--- config.mk ---
export PLATFORM = sky130hd
export DESIGN_NAME = router_fifo_sync_ctrl
export DESIGN_NICKNAME = d
export VERILOG_FILES = /design/src/rtl/router_fifo_sync_ctrl.sv
export SDC_FILE = /design/constraint.sdc
export NUM_CORES = 1
export LEC_CHECK = 0
export ABC_AREA = 1
export BUFFER_PORTS_ARGS = -buffer_cell sky130_fd_sc_hd__buf_2
export CORE_MARGIN = 4
export CORE_UTILIZATION = 55
export CTS_CLUSTER_SIZE = 40
export DETAILED_ROUTE_END_ITERATION = 6
export PLACE_DENSITY = 0.82
export SYNTH_ARGS = -nofsm -noshare
export SYNTH_HDL_FRONTEND = slang
export SYNTH_SLANG_ARGS = --single-unit
--- constraint.sdc ---
create_clock -name clock -period 2.95 [get_ports clock]
set_clock_uncertainty 0.05 [all_clocks]
set_input_delay 0.295 -clock clock [delete_from_list [all_inputs] [get_ports clock]]
set_output_delay 0.295 -clock clock [all_outputs]
set_load 0.01 [all_outputs]
--- src/rtl/router_fifo_sync_ctrl.sv ---
// Router FIFO sync controller: latches the header address, steers writes to one of
// three output FIFOs, and flushes any channel whose valid data sits unread too long.
module router_fifo_sync_ctrl #(
  parameter int unsigned TIMEOUT = 30  // legal range 2..31
) (
  input  logic       clock,
  input  logic       reset,
  input  logic       detect_add,
  input  logic [1:0] data_in,
  input  logic       write_enb_reg,
  input  logic       read_enb_0,
  input  logic       read_enb_1,
  input  logic       read_enb_2,
  input  logic       empty_0,
  input  logic       empty_1,
  input  logic       empty_2,
  input  logic       full_0,
  input  logic       full_1,
  input  logic       full_2,
  output logic [2:0] write_enb,
  output logic       fifo_full,
  output logic       vld_out_0,
  output logic       vld_out_1,
  output logic       vld_out_2,
  output logic       soft_reset_0,
  output logic       soft_reset_1,
  output logic       soft_reset_2,
  output logic       addr_err
);

  localparam logic [4:0] LAST_CNT = 5'(TIMEOUT - 1);

  logic [1:0] addr;
  logic [2:0] vld;
  logic [2:0] rd;
  logic [2:0] soft_reset;

  // NOTE: sequential state uses non-blocking assignments so every register
  // samples pre-edge values regardless of process evaluation order.
  always_ff @(posedge clock or posedge reset) begin
    if (reset) begin
      addr     <= 2'b00;
      addr_err <= 1'b0;
    end else if (detect_add) begin
      addr     <= data_in;
      addr_err <= (data_in == 2'b11);
    end
  end

  // Address 2'b11 selects nothing: the packet is dropped and no full flag is reported.
  always_comb begin
    // NOTE: defaults first so every path assigns every output and no latch is inferred.
    write_enb = 3'b000;
    fifo_full = 1'b0;
    case (addr)
      2'b00: begin
        write_enb[0] = write_enb_reg;
        fifo_full    = full_0;
      end
      2'b01: begin
        write_enb[1] = write_enb_reg;
        fifo_full    = full_1;
      end
      2'b10: begin
        write_enb[2] = write_enb_reg;
        fifo_full    = full_2;
      end
      default: ;
    endcase
  end

  assign vld = {~empty_2, ~empty_1, ~empty_0};
  assign rd  = {read_enb_2, read_enb_1, read_enb_0};

  for (genvar n = 0; n < 3; n++) begin : g_ch
    logic       idle;
    logic [4:0] cnt;
    logic       sr_q;

    assign idle = vld[n] & ~rd[n];

    // The pulse cycle itself never counts, so pulses are at least TIMEOUT+1 apart.
    always_ff @(posedge clock or posedge reset) begin
      if (reset) begin
        cnt  <= 5'd0;
        sr_q <= 1'b0;
      end else if (!idle || sr_q) begin
        cnt  <= 5'd0;
        sr_q <= 1'b0;
      end else if (cnt == LAST_CNT) begin
        cnt  <= 5'd0;
        sr_q <= 1'b1;
      end else begin
        cnt  <= cnt + 5'd1;
        sr_q <= 1'b0;
      end
    end

    assign soft_reset[n] = sr_q;
  end

  assign vld_out_0    = vld[0];
  assign vld_out_1    = vld[1];
  assign vld_out_2    = vld[2];
  assign soft_reset_0 = soft_reset[0];
  assign soft_reset_1 = soft_reset[1];
  assign soft_reset_2 = soft_reset[2];

endmodule

==> results.py, run 1 <==
metrics = {
    "run_status": {
        "status": "finished, final reports clean",
    },
    "sta": {
        "tns_ns": 0,
        "setup_ws_ns": 1.45,
        "slew_violations": 0,
        "finalHoldViolations": 0,
        "rsz0062_at_grt": "no",
        "setup_viol": 0,
        "maxSlewHeadroom_pct": 49.4,
        "fmax_mhz": 667,
        "period_share_pct": 50.8,
        "period_needed_ns": 1.50,
        "worst_pin_slew_ns": 0.758,
    },
    "placement": {
        "hpwlAfterDp_um": 1520,
        "placed_cell_area_um2": 1210,
        "post-place-ws_ns": 1.78,
        "routabilityCongestion": 0.708,
        "io_buffers": 25,
    },
    "floorplanning": {
        "core_um2": 1760,
        "ioPinCount": 26,
        "die_w_um": 51.8,
        "dieArea_um2": 2690,
        "start_util_pct": 59.9,
        "core.rowCount": 15,
        "fp.dieH_um": 51.8,
    },
    "synthesis": {
        "synth_seq_area_share_pct": 49.8,
        "synth_edf_count": 0,
        "mappedNetlistArea_um2": 1060,
        "synth.most_common_cell": "nor2_1",
        "synth_cells": 123,
        "syn_avg_cell_area_um2": 8.59,
        "synth_commonest_cells": "nor2_1 (24), inv_1 (23), dfrtp_1 (21), nand2_1 (17), nand3_1 (14)",
        "synthTopCellsByArea": "dfrtp_1 (50%), nor2_1 (8.5%), inv_1 (8.2%)",
        "synth_seq_cells": 21,
        "async_reset_ff_share_pct": 100,
        "yosys.area.top_type": "dfrtp_1",
        "ys.flop_type": "dfrtp_1",
        "yosysTopAreaCellShare_pct": 49.8,
        "synth_nets": 144,
        "yosysWarnings": 0,
        "ys_types": 13,
    },
    "power": {
        "power.leakage_uw": 0.000726,
        "finalPower_uw": 489,
        "ir_drop_uv": 309,
        "p_per_area_nw_per_um2": 395,
    },
    "worst_hold_path": {
        "hold_path.class": "in2async",
    },
    "flow_run": {
        "maxCapViolations": 0,
    },
    "global_route": {
        "antenna_found_initial": 0,
        "grt_pass1_wl_um": 3110,
        "grt_pass1_vias": 834,
        "grt_max_degree": 22,
        "overflow": 0,
        "grt_use_total_pct": 15.7,
    },
    "clock_network": {
        "path_clk_slew_ns": 0.11,
        "holdBufCountCts": 0,
        "cts-htree-levels": 1,
        "cts_made_buffers": 3,
        "cts_buffer_depth": 2,
        "tritoncts": "built",
        "cts_setup_buffers": 0,
        "clkSinkCount": 21,
        "ctsResizeCount": 0,
        "clk_latency_ns": 0.29,
        "root_buffer": "clkbuf_4",
    },
    "final_layout": {
        "num_antenna_cells": 0,
        "drive_gt1_share_pct": 23.7,
        "nFillCells": 161,
        "fin_util_pct": 70.2,
        "fin_area_um2": 1240,
        "nets": 174,
        "areaGrowthSynthToFinish_pct": 17.3,
    },
    "drt": {
        "firstDrtPassIters": 3,
        "num_vias": 846,
        "vias_per_cell": 4.78,
        "post-route-drc-count": 0,
        "initialDrtViolationCount": 4,
        "wl_per_cell_um": 10.4,
        "routed_wl_um": 1850,
        "dr_wl_met2_um": 971,
        "antenna_left": 0,
        "highest_layer": "met4",
        "wirelength_met1_um": 783,
        "wl_met3_um": 39,
    },
    "setup_path": {
        "required_ns": 2.61,
        "critPathKind": "reg2out",
        "cp-end-kind": "output port",
        "start_kind": "register",
        "path_max_fanout": 4,
        "cp.arrival_ns": 1.15,
    },
}
-- worst paths after layout --
kind / start / endpoint / slack [ns] / cells after the start
max: addr[1] / fifo_full / 1.45 / 4
max reg2reg: g_ch[2].cnt[0] / g_ch[2].cnt[3] / 1.80 / 6
min: reset / soft_reset_2 / 0.07 / 2
min reg2reg: g_ch[2].cnt[0] / g_ch[2].cnt[0] / 0.44 / 1
max in group asynchronous: reset / g_ch[0].cnt[3] / 2.30 / 2
min in group clock: data_in[0] / addr[0] / 0.18 / 3
-- state kept, by name, summed over array words and instances (netlist names) --
name / flops
addr: 2
addr_err: 1
g_ch.cnt: 15
soft_reset_0: 1
soft_reset_1: 1
soft_reset_2: 1
-- cells by family (layout without fill, tap and decap cells) --
kind of cell	count (synthesis)	after routing	synth area share (%)
XOR/XNOR	3	3	2.49
AO/OA/AOI/OAI	3	3	1.42
adder cells (fa/ha/maj)	6	6	7.11
buffers and inverters	23	52	8.18
flip-flops	21	21	49.8
AND/OR/NAND/NOR	67	67	31.0
-- stage by stage --
step,hold slack [ns],cells
3_5_place_dp,0.433,173
3_3_place_gp,0.420,173
4_1_cts,0.0859,177
6_report,0.0731,177
2_1_floorplan,0.222,123
5_1_grt,0.119,177
-- placed cells by master (no fill, tap or decap), types with 6 or more instances in the layout --
cell | netlist | routed
nand3_1 | 14 | 14
nor2_1 | 24 | 24
ha_1 | 6 | 6
nand2_1 | 17 | 17
dfrtp_1 | 21 | 21
buf_2 | 0 | 25
inv_1 | 23 | 23
-- cell type report --
class,instances,area [µm²],area share (%)
Clock buffer,4,26.3,2.12
Inverter,23,86.3,6.97
Multi-Input combinational cell,79,444,35.9
Sequential cell,21,526,42.4
Tap cell,25,31.3,2.53
Timing Repair Buffer,25,125,10.1
-- power breakdown --
| part | internal [µW] | total, µW | switching, µW |
|---|---|---|---|
| sequential | 295 | 302 | 6.99 |
| clock | 52.6 | 131 | 78.1 |
| combinational | 22.8 | 55.9 | 33.1 |
-- critical path, stage by stage (launching register included) --
cell and delay (ns):
dfrtp_1 0.42, inv_1 0.12, nand3_1 0.10, nand3_1 0.09, buf_2 0.13
-- routing by layer --
layer | track usage [%] | vias to the layer above
met5 | 0 | -
met4 | 9.17 | 0
met3 | 4.01 | 6
met2 | 29.1 | 11
met1 | 15.5 | 390
li1 | - | 439
No activity file was read; power rests on OpenSTA's default activity.
==> run 2, diff against run 1 <==
--- a/config.mk
+++ b/config.mk
@@ -8,10 +8,10 @@
 export ABC_AREA = 1
 export BUFFER_PORTS_ARGS = -buffer_cell sky130_fd_sc_hd__buf_2
 export CORE_MARGIN = 4
-export CORE_UTILIZATION = 55
+export CORE_UTILIZATION = 46
 export CTS_CLUSTER_SIZE = 40
 export DETAILED_ROUTE_END_ITERATION = 6
-export PLACE_DENSITY = 0.82
+export PLACE_DENSITY = 0.73
 export SYNTH_ARGS = -nofsm -noshare
 export SYNTH_HDL_FRONTEND = slang
 export SYNTH_SLANG_ARGS = --single-unit
==> constraint.sdc (replaced) <==
create_clock -name clock -period 1.37 [get_ports clock]
set_clock_uncertainty 0.05 [all_clocks]
set_input_delay 0.137 -clock clock [delete_from_list [all_inputs] [get_ports clock]]
set_output_delay 0.137 -clock clock [all_outputs]
set_load 0.01 [all_outputs]
==> run 2 against run 1 <==
Compared with the run above:
- the flow now finishes with violations (negative setup slack)
- hold slack got worse by 0.049 ns
- critical path depth fell by 1
- global-route usage fell by 1.1 points
- die area rose by 16%
- sequential share of layout area fell by 2.0 points
- first-iteration DRC count rose to 3.3 times the previous value
- via count rose by 4.5%
- routed wire length rose by 9.1%
==> results.py, run 2 (same netlist as run 1, synthesis figures left out) <==
metrics = {
    "global_route": {
        "overflow": 0,
        "grt_max_degree": 15,
        "antenna_found_initial": 0,
        "grt_use_total_pct": 14.6,
        "grt_pass1_vias": 912,
        "grt_pass1_wl_um": 3620,
    },
    "placement": {
        "io_buffers": 25,
        "routabilityCongestion": 0.766,
        "hpwlAfterDp_um": 1510,
    },
    "floorplanning": {
        "start_util_pct": 48.2,
        "fp.dieH_um": 55.9,
        "die_w_um": 55.9,
        "ioPinCount": 26,
        "core_um2": 2190,
        "dieArea_um2": 3130,
        "core.rowCount": 17,
    },
    "drt": {
        "dr_wl_met2_um": 1080,
        "firstDrtPassIters": 5,
        "num_vias": 884,
        "post-route-drc-count": 0,
        "wl_met3_um": 102,
        "highest_layer": "met4",
        "wl_per_cell_um": 10.9,
        "vias_per_cell": 4.78,
        "initialDrtViolationCount": 13,
        "wirelength_met1_um": 803,
        "antenna_left": 0,
        "routed_wl_um": 2010,
    },
    "power": {
        "ir_drop_uv": 534,
        "power.leakage_uw": 0.000752,
        "p_per_area_nw_per_um2": 834,
        "finalPower_uw": 1080,
    },
    "setup_path": {
        "start_kind": "register",
        "cp.arrival_ns": 1.19,
        "required_ns": 1.18,
        "path_max_fanout": 3,
        "cp-end-kind": "output port",
        "critPathKind": "reg2out",
    },
    "run_status": {
        "violations": "negative setup slack",
        "status": "complete, but fails checks",
    },
    "clock_network": {
        "clk_latency_ns": 0.30,
        "cts_made_buffers": 3,
        "tritoncts": "built",
        "root_buffer": "clkbuf_4",
        "clkSinkCount": 21,
        "path_clk_slew_ns": 0.11,
        "cts-htree-levels": 1,
        "cts_buffer_depth": 2,
    },
    "sta": {
        "setup_viol": 1,
        "worst_pin_slew_ns": 0.321,
        "holdWs_ns": 0.0242,
        "finalHoldViolations": 0,
        "maxSlewHeadroom_pct": 78.6,
        "setup_ws_ns": -0.00819,
        "slew_violations": 0,
        "period_share_pct": 101,
        "fmax_mhz": 726,
        "period_needed_ns": 1.38,
        "rsz0062_at_grt": "yes",
    },
    "final_layout": {
        "largest_registers": "g_ch.cnt (15), addr (2)",
        "nFillCells": 210,
        "layout_commonest_cell": "buf_2",
        "nets": 179,
        "largest_reg_flops": 15,
        "drive_gt1_share_pct": 26.8,
        "seq_area_um2": 526,
        "top_register": "g_ch.cnt",
        "multi_input_area_um2": 454,
        "areaGrowthSynthToFinish_pct": 23.0,
        "mostFrequentLayoutCells": "buf_2 (25), nor2_1 (24), inv_1 (22), dfrtp_1 (21), nand2_1 (17)",
        "num_antenna_cells": 0,
    },
    "worst_hold_path": {
        "hold_path.class": "in2reg",
    },
    "flow_run": {
        "maxCapViolations": 0,
    },
}
-- run 2: final timing paths --
check	cells past startpoint	end	startpoint	slack [ns]
min in group asynchronous	3	soft_reset_2	reset	0.26
worst max register to register	6	g_ch[0].cnt[2]	g_ch[0].cnt[0]	0.23
worst min register to register	1	g_ch[1].cnt[0]	g_ch[1].cnt[0]	0.45
worst min-delay path	2	addr[1]	detect_add	0.02
max in group asynchronous	4	soft_reset_0	reset	0.52
worst max-delay path	3	write_enb[1]	addr[1]	-0.008
-- run 2: timing repair --
action,4_1_cts,5_1_grt
hold buffers,3,0
endpoints found under the hold margin,9,0
resized for setup,0,3
setup buffers,0,1
setup endpoints to repair,0,3
-- run 2: area by class of cell --
type	instances	share of cell area, %
clock buffers	3	1.73
clock inverters	1	0.385
inverters	23	6.65
multi-input cells	79	35.0
flip-flops and latches	21	40.5
well taps	28	2.70
repair buffers	30	13.1
-- run 2: routing by layer --
metal	track usage (%)	vias up
met5	0	-
met4	7.12	0
met3	2.78	4
met2	27.7	23
met1	15.1	410
li1	-	447
-- run 2: critical path, cell delays in order, from the launching register on --
cell and delay, ns:
dfrtp_1 0.42, buf_4 0.15, nor3_2 0.17, buf_2 0.15
-- run 2: per-stage QoR --
| stage | util, % | instance area (µm²) | worst slack [ns] | std cells | TNS [ns] |
|---|---|---|---|---|---|
| global route | 59.3 | 1300 | -0.0495 | 185 | -0.0949 |
| finish | 59.3 | 1300 | -0.00819 | 185 | -0.00819 |
| detailed placement | 55.9 | 1220 | 0.253 | 177 | 0 |
| floorplan | - | 1060 | 0.345 | 123 | 0 |
| global placement | 55.9 | 1220 | 0.282 | 177 | 0 |
| CTS | 58.5 | 1280 | 0.00467 | 184 | 0 |
-- run 2: where the power goes --
part | internal (µW) | switching, µW
sequential | 635 | 15.6
clock | 109 | 188
combinational | 60.6 | 74.5
==> run 3, diff against run 2 <==
--- a/config.mk
+++ b/config.mk
@@ -8,10 +8,10 @@
 export ABC_AREA = 1
 export BUFFER_PORTS_ARGS = -buffer_cell sky130_fd_sc_hd__buf_2
 export CORE_MARGIN = 4
-export CORE_UTILIZATION = 46
+export CORE_UTILIZATION = 55
 export CTS_CLUSTER_SIZE = 40
 export DETAILED_ROUTE_END_ITERATION = 6
-export PLACE_DENSITY = 0.73
+export PLACE_DENSITY = 0.82
 export SYNTH_ARGS = -nofsm -noshare
 export SYNTH_HDL_FRONTEND = slang
 export SYNTH_SLANG_ARGS = --single-unit
==> constraint.sdc (replaced) <==
create_clock -name clock -period 1.7 [get_ports clock]
set_clock_uncertainty 0.05 [all_clocks]
set_input_delay 0.17 -clock clock [delete_from_list [all_inputs] [get_ports clock]]
set_output_delay 0.17 -clock clock [all_outputs]
set_load 0.01 [all_outputs]
==> run 3 against run 2 <==
Compared with the run above:
- the run now ends clean
- non-clock buffer count decreased by 3
- worst setup slack improved by 0.35 ns
- flip-flop and latch count stayed put
- clock power is 22% lower
- utilization grew 12 points
- die area decreased by 14%
- via count is 3.2% lower
- register-to-register slack better by 0.33 ns
- power fell by 21%
- critical path type unchanged
- highest routed layer unchanged
==> results.py, run 3 (same netlist as run 1, synthesis figures left out) <==
metrics = {
    "sta": {
        "setup_ws_ns": 0.344,
        "setup_viol": 0,
        "rsz0062_at_grt": "no",
        "fmax_mhz": 737,
        "period_share_pct": 79.8,
        "worst_pin_slew_ns": 0.262,
        "maxSlewHeadroom_pct": 82.5,
        "slew_violations": 0,
        "tns_ns": 0,
        "period_needed_ns": 1.36,
        "finalHoldViolations": 0,
    },
    "global_route": {
        "antenna_found_initial": 0,
        "grt_max_degree": 22,
        "grt_pass1_vias": 877,
        "overflow": 0,
        "grt_use_total_pct": 17.5,
        "grt_pass1_wl_um": 3480,
    },
    "power": {
        "p_int_uw": 646,
        "p_sw_share_pct": 24.5,
        "power.leakage_uw": 0.000735,
        "p_per_area_nw_per_um2": 681,
        "p_sw_uw": 210,
        "clock_power_share_pct": 27.1,
        "seqPwrFrac_pct": 61.2,
        "combPwrFrac_pct": 11.7,
        "ir_drop_uv": 531,
    },
    "final_layout": {
        "fin_cells": 179,
        "nets": 176,
        "areaGrowthSynthToFinish_pct": 19.0,
        "fin_util_pct": 71.2,
        "mostFrequentLayoutCells": "buf_2 (25), nor2_1 (24), inv_1 (23), dfrtp_1 (21), nand2_1 (17)",
        "multi_input_area_um2": 444,
        "nFillCells": 154,
        "largest_reg_flops": 15,
        "drive_gt1_share_pct": 24.0,
        "top_register": "g_ch.cnt",
        "largest_registers": "g_ch.cnt (15), addr (2)",
        "seq_area_um2": 526,
        "num_antenna_cells": 0,
        "layout_commonest_cell": "buf_2",
    },
    "setup_path": {
        "critPathKind": "reg2out",
        "path_max_fanout": 4,
        "crit_path_start": "addr[0]",
        "start_kind": "register",
        "r2r_start": "g_ch[2].cnt[0]",
        "required_ns": 1.48,
        "cp-end-kind": "output port",
        "cp.arrival_ns": 1.14,
    },
    "placement": {
        "dp.cells": 174,
        "post-place-ws_ns": 0.577,
        "hpwlAfterDp_um": 1620,
        "io_buffers": 25,
        "routabilityCongestion": 0.694,
    },
    "floorplanning": {
        "core.rowCount": 15,
        "fp.dieH_um": 51.8,
        "core_um2": 1760,
        "die_w_um": 51.8,
        "dieArea_um2": 2690,
        "ioPinCount": 26,
        "start_util_pct": 59.9,
    },
    "clock_network": {
        "cts_buffer_depth": 2,
        "clkSinkCount": 21,
        "ctsResizeCount": 0,
        "holdBufCountCts": 1,
        "clk_latency_ns": 0.29,
        "path_clk_slew_ns": 0.11,
        "cts_setup_buffers": 0,
        "cts-htree-levels": 1,
        "cts_made_buffers": 3,
        "root_buffer": "clkbuf_4",
        "tritoncts": "built",
    },
    "drt": {
        "routed_wl_um": 1940,
        "initialDrtViolationCount": 11,
        "firstDrtPassIters": 4,
        "antenna_left": 0,
        "vias_per_cell": 4.78,
        "num_vias": 856,
        "wl_per_cell_um": 10.9,
        "post-route-drc-count": 0,
    },
    "flow_run": {
        "maxCapViolations": 0,
    },
    "run_status": {
        "status": "finished, final reports clean",
    },
    "worst_hold_path": {
        "hold_start": "data_in[0]",
        "hold_path.class": "in2reg",
    },
}
-- run 3: layout make-up --
cell class,count,share of cell area [%]
sequential,21,41.8
clock buffer,4,2.09
multi-input combinational,79,35.4
timing repair buffer,27,11.4
inverter,23,6.87
tap,25,2.49
-- run 3: worst paths after layout --
path / endpoint / slack (ns) / cells after the start
worst max-delay path: fifo_full / 0.34 / 4
worst min-delay path: addr[0] / 0.04 / 3
worst max register to register: g_ch[2].cnt[3] / 0.56 / 6
worst min register to register: g_ch[2].cnt[0] / 0.45 / 1
max in group asynchronous: g_ch[2].cnt[3] / 0.98 / 4
min in group asynchronous: g_ch[1].cnt[2] / 0.40 / 4
-- run 3: metal layers --
| layer | vias to the layer above | wire (µm) | global-route usage [%] | part of all wire (%) |
|---|---|---|---|---|
| met5 | - | 0 | 0 | 0 |
| met4 | 0 | 31 | 7.86 | 1.6 |
| met3 | 4 | 57 | 3.44 | 2.9 |
| met2 | 15 | 1110 | 32.6 | 57 |
| met1 | 397 | 747 | 18.7 | 38 |
| li1 | 440 | - | - | - |
-- run 3: per-stage QoR --
| stage | power (µW) | hold WS (ns) | cell area [µm²] |
|---|---|---|---|
| after CTS | 865 | 0.0358 | 1260 |
| after global routing | 908 | 0.0395 | 1260 |
| after detailed placement | 634 | 0.192 | 1220 |
| after global placement | 628 | 0.157 | 1220 |
| after floorplan | 583 | 0.0965 | 1060 |
| final | 856 | 0.0364 | 1260 |
-- run 3: power groups by stage --
stage                     Combinational (µW)  Clock, µW  Sequential (µW)
after floorplan                         51.3          0              532
after global routing                     115        266              526
after detailed placement                 100          0              534
after CTS                                102        239              524
after global placement                  95.3          0              532
final                                   99.9        232              524
-- run 3: critical path, cell delays in order, from the launching register on --
cell and delay [ns]:
dfrtp_1 0.43, inv_1 0.12, nand3_1 0.09, nand3_1 0.08
buf_2 0.12
